[config.mk]
export PLATFORM = sky130hd
export DESIGN_NAME = opf_chan_scheduler
export DESIGN_NICKNAME = d
export VERILOG_FILES = /design/src/rtl/opf_chan_scheduler.sv
export SDC_FILE = /design/constraint.sdc
export NUM_CORES = 1
export LEC_CHECK = 0
export CORE_MARGIN = 3
export CORE_UTILIZATION = 54
export DETAILED_ROUTE_END_ITERATION = 16
export PLACE_DENSITY = 0.8
export SKIP_LAST_GASP = 1
export SLEW_MARGIN = 20
export SYNTH_ARGS = -nofsm -noshare
export SYNTH_HDL_FRONTEND = slang
export SYNTH_SLANG_ARGS = --single-unit
[constraint.sdc]
create_clock -name clk_in -period 10.7 [get_ports clk_in]
set_clock_uncertainty 0.2 [all_clocks]
set_input_delay 2.14 -clock clk_in [delete_from_list [all_inputs] [get_ports clk_in]]
set_output_delay 2.14 -clock clk_in [all_outputs]
set_load 0.02 [all_outputs]
[src/rtl/opf_chan_scheduler.sv]
// opf_chan_scheduler: serializes per-channel PID samples into the shared
// output filter pipeline, one channel-tagged sample per clock.
// Each channel holds one pending sample (latest wins, sticky overwrite flag).
// Channels are picked round-robin. A per-channel reissue gap keeps two
// samples of one channel out of the filter's read-modify-write window.
// Optional build macro OPF_SCHED_PRIO_EN: channel 0 gets strict priority and
// does not move the round-robin pointer.
module opf_chan_scheduler #(
  parameter int unsigned N_CHAN = 8,
  parameter int unsigned W_CHAN = 5,
  parameter int unsigned W_DATA = 18,
  parameter int unsigned GAP    = 4
) (
  input  logic                       clk_in,
  input  logic                       rst_in,
  input  logic [N_CHAN-1:0]          req_dv_in,
  input  logic [N_CHAN*W_DATA-1:0]   req_data_in,
  input  logic                       ovf_clr_in,
  output logic                       dv_out,
  output logic [W_CHAN-1:0]          chan_out,
  output logic signed [W_DATA-1:0]   data_out,
  output logic [N_CHAN-1:0]          pend_out,
  output logic [N_CHAN-1:0]          ovf_out
);

  localparam logic [3:0] GapReload = 4'(GAP - 1);

  logic [W_DATA-1:0] slot_q [N_CHAN];
  logic [3:0]        gap_q  [N_CHAN];
  logic [3:0]        gap_d  [N_CHAN];
  logic [N_CHAN-1:0] pend_q, pend_d;
  logic [N_CHAN-1:0] ovf_q, ovf_d;
  logic [N_CHAN-1:0] elig;
  logic [N_CHAN-1:0] issue_vec;
  logic [W_CHAN-1:0] ptr_q, ptr_d;
  logic [W_CHAN-1:0] sel;
  logic              found;
  logic              prio_hit;
  int unsigned       rr_idx;

  // A channel may issue when it has a sample and its reissue gap has expired
  always_comb begin
    for (int c = 0; c < int'(N_CHAN); c++) begin
      elig[c] = pend_q[c] && (gap_q[c] == 4'd0);
    end
  end

`ifdef OPF_SCHED_PRIO_EN
  assign prio_hit = elig[0];
`else
  assign prio_hit = 1'b0;
`endif

  // Arbitration: priority channel first (if enabled), else first eligible after the pointer
  always_comb begin
    found  = 1'b0;
    sel    = '0;
    rr_idx = 0;
    if (prio_hit) begin
      found = 1'b1;
      sel   = '0;
    end else begin
      for (int unsigned i = 1; i <= N_CHAN; i++) begin
        rr_idx = 32'(ptr_q) + i;
        if (rr_idx >= N_CHAN) rr_idx = rr_idx - N_CHAN;
        if (!found && elig[rr_idx[W_CHAN-1:0]]) begin
          found = 1'b1;
          sel   = rr_idx[W_CHAN-1:0];
        end
      end
    end
  end

  // Per-channel next state: pending slot, overflow flag, gap counter
  always_comb begin
    for (int c = 0; c < int'(N_CHAN); c++) begin
      issue_vec[c] = found && (sel == W_CHAN'(c));
      // A request on the issuing edge refills the slot without counting as overflow
      pend_d[c] = req_dv_in[c] | (pend_q[c] & ~issue_vec[c]);
      // Set beats clear when both land on the same edge
      ovf_d[c]  = (req_dv_in[c] & pend_q[c] & ~issue_vec[c]) | (ovf_q[c] & ~ovf_clr_in);
      if (issue_vec[c]) begin
        gap_d[c] = GapReload;
      end else if (gap_q[c] != 4'd0) begin
        gap_d[c] = gap_q[c] - 4'd1;
      end else begin
        gap_d[c] = 4'd0;
      end
    end
    // Priority issues of channel 0 leave the round-robin position untouched
    ptr_d = (found && !prio_hit) ? sel : ptr_q;
  end

  // State and registered issue outputs
  always_ff @(posedge clk_in or posedge rst_in) begin
    if (rst_in) begin
      for (int c = 0; c < int'(N_CHAN); c++) begin
        slot_q[c] <= '0;
        gap_q[c]  <= 4'd0;
      end
      pend_q   <= '0;
      ovf_q    <= '0;
      ptr_q    <= W_CHAN'(N_CHAN - 1);
      dv_out   <= 1'b0;
      chan_out <= '0;
      data_out <= '0;
    end else begin
      for (int c = 0; c < int'(N_CHAN); c++) begin
        if (req_dv_in[c]) slot_q[c] <= req_data_in[c*W_DATA +: W_DATA];
        gap_q[c] <= gap_d[c];
      end
      pend_q <= pend_d;
      ovf_q  <= ovf_d;
      ptr_q  <= ptr_d;
      dv_out <= found;
      if (found) begin
        chan_out <= sel;
        data_out <= slot_q[sel];
      end
    end
  end

  assign pend_out = pend_q;
  assign ovf_out  = ovf_q;

endmodule

==> impl_metrics.env <==
export IMPL_final_nets=1364
export IMPL_die_w_um=152.6
export IMPL_hold_violations=0
export IMPL_highest_layer="met5"
export IMPL_worst_pin_slew_ns=1.091
export IMPL_reg2reg_slack_ns=4.44
export IMPL_wl_met1_mm=12.55
export IMPL_drive_gt1_share_pct=21.36
export IMPL_synthArstFlopShare_pct=100.0
export IMPL_insertion_delay_ns=0.50
export IMPL_grt_pass1_vias=9662
export IMPL_syn2layout_area_growth_pct=25.01
export IMPL_grt_ovfl_total=0
export IMPL_synth_most_common_cell="dfrtp_1"
export IMPL_path_clk_slew_ns=0.06
export IMPL_cp_max_fo=60
export IMPL_drc=0
export IMPL_seq_area_frac_synth_pct=47.26
export IMPL_postCtsSetupBuffers=0
export IMPL_slew_headroom_pct=27.02
export IMPL_yosys_register_bits=219
export IMPL_start_util_pct=56.09
export IMPL_fmax_mhz=159.7
export IMPL_fin_util_pct=70.12
export IMPL_grt_max_degree=151
export IMPL_arrival_ns=6.43
export IMPL_routed_via_density=6.200
export IMPL_synth_warnings=0
export IMPL_post_cts_resize_count=0
export IMPL_synth_cells=1022
export IMPL_drt_total_wl_mm=33.18
export IMPL_io_pin_count=195
export IMPL_tns_ns=0
export IMPL_ctsHoldBuffers=0
export IMPL_synth_edf_count=0
export IMPL_route_met2_wl_mm=16.55
export IMPL_status="completed"
export IMPL_ys_types=75
export IMPL_r2r_end="data_out[7]$_DFFE_PP0P_"
export IMPL_holdCritPathClass="reg -> reg"
export IMPL_cts_num_sinks=219
export IMPL_start_kind="flip-flop"
export IMPL_hpwl_mm=23.65
export IMPL_finalCritPeriodShare_pct=58.54
export IMPL_antenna_found_initial=2
export IMPL_synth_area_leaders="dfrtp_1, mux2_2, mux2i_1, nand2_1, ha_1"
export IMPL_core_um2=20690
export IMPL_syn_cell_area_um2=11600
export IMPL_num_vias=9176
export IMPL_first_iter_violations=538
export IMPL_min_delay_path_depth=1
export IMPL_die_area_um2=23290
export IMPL_synth_top_cell_by_area="dfrtp_1"
export IMPL_wl_per_cell_um=22.42
export IMPL_finalMaxSlewViolations=0
export IMPL_maxCapViolations=0
export IMPL_regToRegStartpoint="ptr_q[0]$_DFFE_PP1P_"
export IMPL_gp_routability_congestion=0.9671
export IMPL_min_period_ns=6.263
export IMPL_hold_start="ovf_out[0]$_DFF_PP0_"
export IMPL_holdWs_ns=0.2996
export IMPL_synth_nets=1194
export IMPL_rsz0062_at_grt="no"
export IMPL_grt_pass1_wl_mm=52.16
export IMPL_hold_end="ovf_out[0]$_DFF_PP0_"
export IMPL_die_h_um=152.6
export IMPL_cts_max_path_buffers=3
export IMPL_rows=52
export IMPL_portBuffers=194
export IMPL_htree_levels=1
export IMPL_setup_viol=0
export IMPL_ant_nets=0
export IMPL_cts_buffers=23
export IMPL_r2r_cells=14
export IMPL_dr_wl_met3_mm=2.741
export IMPL_grt_usage_pct=27.75
export IMPL_instances_no_fill=1480
export IMPL_synth_top_area_share_pct=46.58
export IMPL_firstDrtPassIters=5
export IMPL_synthTopCellsByCount="dfrtp_1, mux2_2, nand2_1"
export IMPL_tritoncts="yes"
export IMPL_dp_cells=1437
export IMPL_required_ns=10.86
export IMPL_crit_type="reg -> reg"
export IMPL_nFillCells=1507
export IMPL_syn_area_per_cell_um2=11.36
export IMPL_clock_root_buffer="clkbuf_16"
export IMPL_endpoint_kind="flip-flop"
export IMPL_synth_flop_cell="dfrtp_1"
==> registers in the layout, summed over array words and instances (netlist names) <==
name and count:
ptr_q 3, slot_q 144, pend_out 8, chan_out 5, gap_q 32, data_out 18, dv_out 1, ovf_out 8
==> how the worst max path moves through the flow <==
stage / start / to / slack, ns / cells after the start
after floorplan: rst_in / chan_out[0]$_DFFE_PP0P_ / 2.37 / 1
after global placement: ptr_q[0]$_DFFE_PP1P_ / data_out[7]$_DFFE_PP0P_ / 4.71 / 14
after detailed placement: ptr_q[0]$_DFFE_PP1P_ / data_out[9]$_DFFE_PP0P_ / 4.59 / 14
after CTS: ptr_q[0]$_DFFE_PP1P_ / data_out[7]$_DFFE_PP0P_ / 4.53 / 14
after global routing: ptr_q[0]$_DFFE_PP1P_ / data_out[7]$_DFFE_PP0P_ / 4.12 / 14
final: ptr_q[0]$_DFFE_PP1P_ / data_out[7]$_DFFE_PP0P_ / 4.44 / 14
==> critical path: stages, from the launching register on <==
cell and delay [ns]:
dfstp_2 1.01, inv_1 0.54, ha_1 0.68, inv_1 0.21, and3_1 0.20, nor4_1 0.57, nor4_4 0.16, a31oi_1 0.21
o221ai_1 0.15, a22oi_2 0.18, buf_4 0.35, buf_4 0.84, mux2i_1 0.28, o22ai_1 0.10, or3_1 0.40
==> kinds of logic after synthesis <==
family	count (synthesis)	share of synthesized area, %
muxes	236	22.74
xor gates and xnor gates	14	1.057
and+or+nand+nor	281	12.92
buffers and inverters	73	2.965
adders and majority gates	17	1.833
DFF	219	47.26
AOI/OAI and AO/OA	182	11.23
==> area by class of cell <==
cell class / count / area, um^2 / area share (%)
antenna: 2 / 5.005 / 0.03450
sequential: 219 / 5484 / 37.80
multi-input combinational: 730 / 5788 / 39.90
clock inverter: 11 / 182.7 / 1.259
timing repair buffer: 203 / 1999 / 13.78
tap: 270 / 337.8 / 2.329
clock buffer: 30 / 641.9 / 4.424
inverter: 15 / 68.82 / 0.4743
==> through the flow <==
| step | worst slack (ns) | area (um^2) |
|---|---|---|
| 2_1_floorplan | 2.372 | 11600 |
| 3_3_place_gp | 4.709 | 13680 |
| 3_5_place_dp | 4.592 | 13680 |
| 4_1_cts | 4.526 | 14510 |
| 5_1_grt | 4.123 | 14500 |
| 6_report | 4.437 | 14510 |
==> cells in the final DEF (no fill, tap or decap), types with 8 or more instances in the layout <==
cell	n
mux2i_1	78
and3_1	16
dfrtp_1	216
clkdlybuf4s50_1	192
o211ai_1	10
or2_2	8
nor3_1	21
mux2_2	151
nor2_1	36
nand3_1	33
ha_1	17
buf_4	9
inv_1	14
a21oi_1	19
clkbuf_16	23
o21ai_0	37
nand2_1	99
nor4_2	8
and2_1	8
o22ai_1	22
xnor2_1	11
nand2b_1	11
a31o_2	14
==> layer usage <==
metal  vias to the layer above  global-route usage [%]
met3                        76                   7.185
met4                         2                   11.41
met5                         -                       0
met1                      4615                   33.26
li1                       4112                       -
met2                       371                   47.76
Power is not shown: default switching activity piles up to over one toggle a cycle in this logic, so the estimate is an artifact.
